**config.mk**
```make
export PLATFORM = sky130hd
export DESIGN_NAME = right_shift_two_places_buffered_flat
export DESIGN_NICKNAME = d
export VERILOG_FILES = /design/src/rtl/right_shift_two_places_buffered_if.sv /design/src/rtl/right_shift_two_places_buffered.sv /design/src/flat_wrapper.sv
export SDC_FILE = /design/constraint.sdc
export NUM_CORES = 1
export LEC_CHECK = 0
export ABC_AREA = 1
export BUFFER_PORTS_ARGS = -buffer_cell sky130_fd_sc_hd__buf_4
export CORE_ASPECT_RATIO = 1.1
export CORE_UTILIZATION = 57
export DETAILED_ROUTE_END_ITERATION = 16
export PLACE_DENSITY = 0.87
export RECOVER_POWER = 25
export SLEW_MARGIN = 20
export SYNTH_ARGS = -nofsm -noshare
export SYNTH_HDL_FRONTEND = slang
export SYNTH_SLANG_ARGS = --single-unit
```
**constraint.sdc**
```tcl
create_clock -name clk -period 2.91 [get_ports clk]
set_input_delay 0.291 -clock clk [delete_from_list [all_inputs] [get_ports clk]]
set_output_delay 0.291 -clock clk [all_outputs]
set_load 0.005 [all_outputs]
```
**src/rtl/right_shift_two_places_buffered_if.sv**
```systemverilog
// ---------------------------------------------------------------------------
// right_shift_two_places_buffered_if
//   Streaming bus between the address-generation stage and the word shifter.
//   It carries an upstream valid/ready leg (byte offset in) and a downstream
//   valid/ready leg (word offset plus misalignment flag out).
//
//   Parameters : IN_WIDTH - byte-offset width
//                SHIFT    - number of LSBs dropped on the way out
//   Signals    : in_data, in_valid, in_ready           (upstream leg)
//                out_data, out_misaligned, out_valid,
//                out_ready                             (downstream leg)
//   Modports   : slave  - the shifter block
//                master - the environment that feeds it and drains it
// ---------------------------------------------------------------------------
interface right_shift_two_places_buffered_if #(
    parameter int IN_WIDTH = 23,
    parameter int SHIFT    = 2
);
    localparam int OUT_WIDTH = IN_WIDTH - SHIFT;

    logic [IN_WIDTH-1:0]  in_data;
    logic                 in_valid;
    logic                 in_ready;
    logic [OUT_WIDTH-1:0] out_data;
    logic                 out_misaligned;
    logic                 out_valid;
    logic                 out_ready;

    modport slave (
        input  in_data,
        input  in_valid,
        output in_ready,
        output out_data,
        output out_misaligned,
        output out_valid,
        input  out_ready
    );

    modport master (
        output in_data,
        output in_valid,
        input  in_ready,
        input  out_data,
        input  out_misaligned,
        input  out_valid,
        output out_ready
    );
endinterface

```
**src/rtl/right_shift_two_places_buffered.sv**
```systemverilog
// ---------------------------------------------------------------------------
// right_shift_two_places_buffered
//   Converts a byte offset back into a word offset by dropping the SHIFT
//   LSBs. The block is a registered valid/ready stage with a two-entry
//   buffer (main plus skid), so upstream sees no combinational path from
//   out_ready. Dropped bits that are non-zero mark the word as misaligned.
//   Such words are forwarded with a flag and counted in a saturating counter.
//
//   Optional feature (macro ALIGN_FAULT_HALT_EN):
//     defined   - accepting a misaligned word moves the block into FAULT.
//                 Input is then refused until fault_clr is pulsed. The
//                 buffer keeps draining downstream while in FAULT.
//     undefined - the block never leaves RUN. fault is tied 0 and
//                 fault_clr is ignored.
//
//   Ports:
//     clk          - rising-edge clock
//     rst_n        - asynchronous active-low reset
//     bus          - slave modport: in_data/in_valid/in_ready,
//                    out_data/out_misaligned/out_valid/out_ready
//     fault        - sticky alignment fault (FAULT state indicator)
//     fault_clr    - single-cycle pulse returning FAULT to RUN
//     misalign_cnt - saturating count of accepted misaligned inputs
// ---------------------------------------------------------------------------
module right_shift_two_places_buffered #(
    parameter int IN_WIDTH  = 23,
    parameter int SHIFT     = 2,
    parameter int CNT_WIDTH = 8
) (
    input  logic                              clk,
    input  logic                              rst_n,
    right_shift_two_places_buffered_if.slave  bus,
    output logic                              fault,
    input  logic                              fault_clr,
    output logic [CNT_WIDTH-1:0]              misalign_cnt
);
    localparam int OUT_WIDTH = IN_WIDTH - SHIFT;

    localparam logic [0:0] ST_RUN   = 1'b0;
    localparam logic [0:0] ST_FAULT = 1'b1;

    localparam logic [CNT_WIDTH-1:0] CNT_MAX = {CNT_WIDTH{1'b1}};

    // A word is misaligned when any of the dropped bits is set.
    function automatic logic misaligned_f(input logic [SHIFT-1:0] lsb);
        return (lsb != {SHIFT{1'b0}});
    endfunction

    logic [OUT_WIDTH-1:0] main_data_q, main_data_d;
    logic                 main_mis_q,  main_mis_d;
    logic                 main_vld_q,  main_vld_d;
    logic [OUT_WIDTH-1:0] skid_data_q, skid_data_d;
    logic                 skid_mis_q,  skid_mis_d;
    logic                 skid_vld_q,  skid_vld_d;
    logic [0:0]           state_q,     state_d;
    logic                 ready_q,     ready_d;
    logic [CNT_WIDTH-1:0] cnt_q,       cnt_d;

    logic                 in_fire_s;
    logic                 out_fire_s;
    logic [OUT_WIDTH-1:0] in_word_s;
    logic                 in_mis_s;

    assign in_fire_s  = bus.in_valid && ready_q;
    assign out_fire_s = main_vld_q && bus.out_ready;
    assign in_word_s  = bus.in_data[IN_WIDTH-1:SHIFT];
    assign in_mis_s   = misaligned_f(bus.in_data[SHIFT-1:0]);

    // Buffer next state: main refills from skid first, else from the input.
    always_comb begin
        main_data_d = main_data_q;
        main_mis_d  = main_mis_q;
        main_vld_d  = main_vld_q;
        skid_data_d = skid_data_q;
        skid_mis_d  = skid_mis_q;
        skid_vld_d  = skid_vld_q;
        if (out_fire_s || !main_vld_q) begin
            // Main is free this cycle. While skid holds a word, in_ready is
            // low, so in_fire_s cannot be set at the same time.
            if (skid_vld_q) begin
                main_data_d = skid_data_q;
                main_mis_d  = skid_mis_q;
                main_vld_d  = 1'b1;
                skid_vld_d  = 1'b0;
            end else if (in_fire_s) begin
                main_data_d = in_word_s;
                main_mis_d  = in_mis_s;
                main_vld_d  = 1'b1;
            end else begin
                main_vld_d  = 1'b0;
            end
        end else begin
            // Main is stalled. An accepted word parks in the empty skid.
            if (in_fire_s) begin
                skid_data_d = in_word_s;
                skid_mis_d  = in_mis_s;
                skid_vld_d  = 1'b1;
            end else begin
                skid_vld_d  = skid_vld_q;
            end
        end
    end

    // Saturating misalignment counter; it holds at all-ones.
    always_comb begin
        cnt_d = cnt_q;
        if (in_fire_s && in_mis_s && (cnt_q != CNT_MAX)) begin
            cnt_d = cnt_q + CNT_WIDTH'(1);
        end else begin
            cnt_d = cnt_q;
        end
    end

`ifdef ALIGN_FAULT_HALT_EN
    logic fault_q, fault_d;

    // RUN/FAULT sequencing: a misaligned accept halts input until cleared.
    always_comb begin
        state_d = state_q;
        case (state_q)
            ST_RUN: begin
                if (in_fire_s && in_mis_s) begin
                    state_d = ST_FAULT;
                end else begin
                    state_d = ST_RUN;
                end
            end
            ST_FAULT: begin
                if (fault_clr) begin
                    state_d = ST_RUN;
                end else begin
                    state_d = ST_FAULT;
                end
            end
            default: state_d = ST_RUN;
        endcase
        fault_d = (state_d == ST_FAULT);
    end

    // Fault flag register, kept in step with the state register.
    always_ff @(posedge clk or negedge rst_n) begin
        if (!rst_n) begin
            fault_q <= 1'b0;
        end else begin
            fault_q <= fault_d;
        end
    end

    assign fault = fault_q;
`else
    logic unused_fault_clr_s;

    // Without the halt feature the block never leaves RUN.
    always_comb begin
        state_d = ST_RUN;
    end

    assign unused_fault_clr_s = fault_clr;
    assign fault              = 1'b0;
`endif

    // in_ready is registered from next state, so it rises on the first
    // edge after reset is released.
    always_comb begin
        ready_d = !skid_vld_d && (state_d == ST_RUN);
    end

    // State registers; an asynchronous reset discards every buffered word.
    always_ff @(posedge clk or negedge rst_n) begin
        if (!rst_n) begin
            main_data_q <= {OUT_WIDTH{1'b0}};
            main_mis_q  <= 1'b0;
            main_vld_q  <= 1'b0;
            skid_data_q <= {OUT_WIDTH{1'b0}};
            skid_mis_q  <= 1'b0;
            skid_vld_q  <= 1'b0;
            state_q     <= ST_RUN;
            ready_q     <= 1'b0;
            cnt_q       <= {CNT_WIDTH{1'b0}};
        end else begin
            main_data_q <= main_data_d;
            main_mis_q  <= main_mis_d;
            main_vld_q  <= main_vld_d;
            skid_data_q <= skid_data_d;
            skid_mis_q  <= skid_mis_d;
            skid_vld_q  <= skid_vld_d;
            state_q     <= state_d;
            ready_q     <= ready_d;
            cnt_q       <= cnt_d;
        end
    end

    assign bus.in_ready       = ready_q;
    assign bus.out_data       = main_data_q;
    assign bus.out_misaligned = main_mis_q;
    assign bus.out_valid      = main_vld_q;
    assign misalign_cnt       = cnt_q;

endmodule

```
**src/flat_wrapper.sv**
```systemverilog
// flat-port wrapper written by rule: the top's interface ports become plain ports
module right_shift_two_places_buffered_flat 
#(
    parameter int IN_WIDTH  = 23,
    parameter int SHIFT     = 2,
    parameter int CNT_WIDTH = 8
)
  (clk, rst_n, fault, fault_clr, misalign_cnt, bus_in_data, bus_in_valid, bus_in_ready, bus_out_data, bus_out_misaligned, bus_out_valid, bus_out_ready);
  right_shift_two_places_buffered_if #(.IN_WIDTH(IN_WIDTH), .SHIFT(SHIFT)) bus_i ();
  input  logic clk;
  input  logic rst_n;
  output logic fault;
  input  logic fault_clr;
  output logic [CNT_WIDTH-1:0] misalign_cnt;
  input wire logic [$bits(bus_i.in_data)-1:0] bus_in_data;
  input wire logic [$bits(bus_i.in_valid)-1:0] bus_in_valid;
  output wire logic [$bits(bus_i.in_ready)-1:0] bus_in_ready;
  output wire logic [$bits(bus_i.out_data)-1:0] bus_out_data;
  output wire logic [$bits(bus_i.out_misaligned)-1:0] bus_out_misaligned;
  output wire logic [$bits(bus_i.out_valid)-1:0] bus_out_valid;
  input wire logic [$bits(bus_i.out_ready)-1:0] bus_out_ready;
  assign bus_i.in_data = bus_in_data;
  assign bus_i.in_valid = bus_in_valid;
  assign bus_in_ready = bus_i.in_ready;
  assign bus_out_data = bus_i.out_data;
  assign bus_out_misaligned = bus_i.out_misaligned;
  assign bus_out_valid = bus_i.out_valid;
  assign bus_i.out_ready = bus_out_ready;
  right_shift_two_places_buffered #(.IN_WIDTH(IN_WIDTH), .SHIFT(SHIFT), .CNT_WIDTH(CNT_WIDTH)) u_core (.clk(clk), .rst_n(rst_n), .bus(bus_i), .fault(fault), .fault_clr(fault_clr), .misalign_cnt(misalign_cnt));
endmodule
```
==> reports/qor.json <==
{
  "outcome": {
    "status": "finished clean"
  },
  "critical_path": {
    "cp_data_arrival_time_ns": 1.68,
    "setup.reg_to_reg.worst_slack_ns": 1.40,
    "path_type_of_the_worst_setup_path": "reg2reg",
    "critPathRequiredTime_ns": 3.08,
    "crit-reg2reg-launch": "u_core.bus.out_valid",
    "critical_path_peak_fanout": 44,
    "critical-path-slowest-cell": "sky130_fd_sc_hd__nand2_2",
    "setup.worst_path.start_class": "register",
    "crit_chain": "inv_1 > nor2_2 > nand2_2 > nand2_1 > o21ai_1",
    "crit_path_end_kind": "register",
    "critical-path-max-stage-delay_ns": 0.46,
    "timing.critical_path.from": "u_core.bus.out_valid",
    "worst-r2r-cell-count": 5,
    "r2r-end": "u_core.skid_data_q[2]"
  },
  "yosys": {
    "synth.top_cell.area_share_pct": 53.3,
    "share_of_synthesized_area_occupied_by_flip_flops_and_latches_pct": 53.3,
    "yosysWarningCount": 0,
    "ys_top_cells_by_area": "sky130_fd_sc_hd__dfrtp_1 53%, sky130_fd_sc_hd__nand2_1 20%, sky130_fd_sc_hd__o21ai_1 4.7%",
    "synth.net_count": 348,
    "synth_edf_count": 0,
    "yosysMostFrequentCell": "sky130_fd_sc_hd__nand2_1",
    "cell_area_after_technology_mapping_sq_mm": 0.00258,
    "syn_avg_cell_area_sq_um": 8.09,
    "synth.top_cells.by_count": "139 x sky130_fd_sc_hd__nand2_1, 55 x sky130_fd_sc_hd__dfrtp_1, 30 x sky130_fd_sc_hd__inv_1",
    "async_reset_ff_share_pct": 100,
    "synth_area_leader_cell": "sky130_fd_sc_hd__dfrtp_1",
    "yosysUniqueCellTypes": 24,
    "syn_inst": 319,
    "top_reg_cell_synth": "sky130_fd_sc_hd__dfrtp_1",
    "postSynthRegisterBits": 55
  },
  "final_layout": {
    "finalCoreUtilization_pct": 71.8,
    "drive_above_1_share_pct": 22.1,
    "layout-area-overhead-vs-synth_pct": 20.2,
    "fin_nets": 400,
    "diodes": 0
  },
  "clocking": {
    "cts.repair.resized": 0,
    "cts_tree": "yes",
    "later_pin_clock_latency_in_the_skew_report_ns": 0.31,
    "clock_tree.buffer_depth": 2,
    "cts_inserted_buffers": 5,
    "cts_root_buffer": "sky130_fd_sc_hd__clkbuf_8",
    "cts.repair_timing.setup_buffer_count": 0,
    "cts.sinks": 55,
    "ctsHoldBuffers": 0,
    "ctsHtreeMaxLevel": 2,
    "clock_input_transition_at_the_sequential_cells_of_the_worst_setup_and_hold_paths_ns": 0.09
  },
  "power": {
    "power_density_mw_per_mm2": 732,
    "worst_ir_drop_vdd_v": 0.000478,
    "power.share.clock_pct": 21.5,
    "total_switching_power_mw": 0.712,
    "cellLeakagePower_nw": 1.67,
    "swShare_pct": 31.3,
    "cell_internal_pwr_mw": 1.56,
    "p_seq_share_pct": 50.4,
    "share_comb_of_total_power_pct": 28.1
  },
  "sta": {
    "final_skew_ns": 0.00576,
    "slack_of_the_critical_path_ns": 1.40,
    "setup-violations-final": 0,
    "finalHoldViolations": 0,
    "final.period_utilization_pct": 51.9,
    "final.min_clock_period_ns": 1.51,
    "totalNegativeSetupSlack_ns": 0,
    "grt_setup_unrepaired": "no",
    "slew-limit-headroom_pct": 11.6,
    "achievable-frequency_ghz": 0.662,
    "final-max-slew-violation-count": 0,
    "worst_pin_slew_ns": 1.33
  },
  "run": {
    "drv.max_cap_violation_count": 0
  },
  "drt": {
    "routedWlPerCell_um": 11.6,
    "via_count": 2108,
    "detailedRoute.firstPassIterationCount": 4,
    "drcViolationCount": 0,
    "detail_route.iter0.violations": 88,
    "drt.antenna.violating_nets": 0,
    "route.final.wire_length_um": 4920,
    "post_drt_via_cell_ratio": 4.96
  },
  "floorplanning": {
    "rows": 25,
    "ios": 61,
    "die_height_um": 72.6,
    "dieArea_sq_mm": 0.00480,
    "core_area_sq_mm": 0.00432,
    "initial_utilization_pct": 59.8,
    "floorplan.die.width_um": 66.1
  },
  "global_route": {
    "grt_pass1_wl_um": 8640,
    "vias_in_the_first_global_route": 2028,
    "globalRouteTotalUtil_pct": 24.1,
    "globalRoute.totalOverflow": 0,
    "grt_start_max_net_pins": 56,
    "antenna_violations_before_repair": 0
  },
  "worst_hold_path": {
    "worstHoldStart": "bus_in_data[13]",
    "timing.hold.worst_endpoint": "u_core.skid_data_q[11]",
    "min_path_cells": 3,
    "class_of_the_tightest_hold_or_removal_check": "in2reg"
  },
  "placement": {
    "dpl.hpwl_um": 3290,
    "placement.io_buffers": 58,
    "gp_congestion": 0.790,
    "dp_worst_setup_slack_ns": 1.42
  }
}
==> how the worst max path moves through the flow <==
| stage | to | slack, ns | depth (start not counted) |
|---|---|---|---|
| finish | u_core.skid_data_q[2] | 1.40 | 5 |
| CTS | u_core.skid_data_q[2] | 1.39 | 5 |
| detailed placement | u_core.skid_data_q[7] | 1.42 | 5 |
| global route | u_core.skid_data_q[17] | 1.24 | 5 |
| floorplan | u_core.misalign_cnt[2] | 1.71 | 7 |
| global placement | u_core.skid_data_q[10] | 1.46 | 5 |
==> through the flow <==
| stage | hold WS [ns] | total power, mW | cell area, sq um | instances |
|---|---|---|---|---|
| final | 0.231 | 2.27 | 3100 | 425 |
| after global routing | 0.238 | 2.44 | 3100 | 425 |
| after CTS | 0.0418 | 2.30 | 3100 | 425 |
| after detailed placement | 0.380 | 1.81 | 3000 | 418 |
| after global placement | 0.374 | 1.77 | 3000 | 418 |
| after floorplan | -0.00459 | 1.50 | 2580 | 319 |
==> worst max-delay path, delay by kind of cell, from the launching register on <==
kind,cells,cell delay [ns]
buf+inv,1,0.06
simple gates,3,0.83
flops,1,0.37
compound gates,1,0.09
==> area by class of cell <==
cell class                 count  area [sq um]
clock inverter                 1          30.0
clock buffer                   6          72.6
timing repair buffer          59           440
inverter                      34           130
sequential                    55          1380
fill                         384          1220
multi-input combinational    216           983
tap                           54          67.6
==> power groups by stage <==
stage	combinational (mW)	clock [mW]	sequential (mW)
global route	0.740	0.525	1.18
finish	0.638	0.488	1.14
detailed placement	0.649	0	1.16
global placement	0.623	0	1.15
floorplan	0.362	0	1.14
CTS	0.652	0.499	1.15
==> routing by layer <==
layer | GRT usage (%) | routed length (um) | share of wire (%) | up-vias
met5 | 0 | 0 | 0 | -
met4 | 10.6 | 94 | 1.9 | 0
met3 | 5.97 | 219 | 4.5 | 11
met2 | 42.0 | 2510 | 51 | 48
met1 | 27.8 | 2100 | 43 | 966
li1 | - | - | - | 1083
==> cell usage in the layout, fill, tap and decap left out, drive strengths merged <==
cell and instances:
nand2 146, buf 58, dfrtp 55, o21ai 46
inv 34, nor2 10, nand3 8, clkbuf 7
nand4 2, xnor2 1, nand3b 1, ha 1
conb 1, bufinv 1
==> registers in the layout, summed over array words and instances (netlist names) <==
register	flops
u_core.bus.out_data	21
u_core.skid_data_q	21
u_core.skid_vld_q	1
u_core.bus.out_misaligned	1
u_core.bus.in_ready	1
u_core.skid_mis_q	1
u_core.misalign_cnt	8
u_core.bus.out_valid	1
==> kinds of logic (layout without fill, tap and decap cells) <==
logic type,count (synthesis),in the layout,share of synthesized area (%)
xor+xnor,1,1,0.340
fa+ha+maj,1,1,0.485
flops,55,55,53.3
other cells,1,1,0.145
compound gates,46,46,9.07
buf+inv,48,100,8.54
simple gates,167,167,28.1
Power figures use the tool's default switching activity.
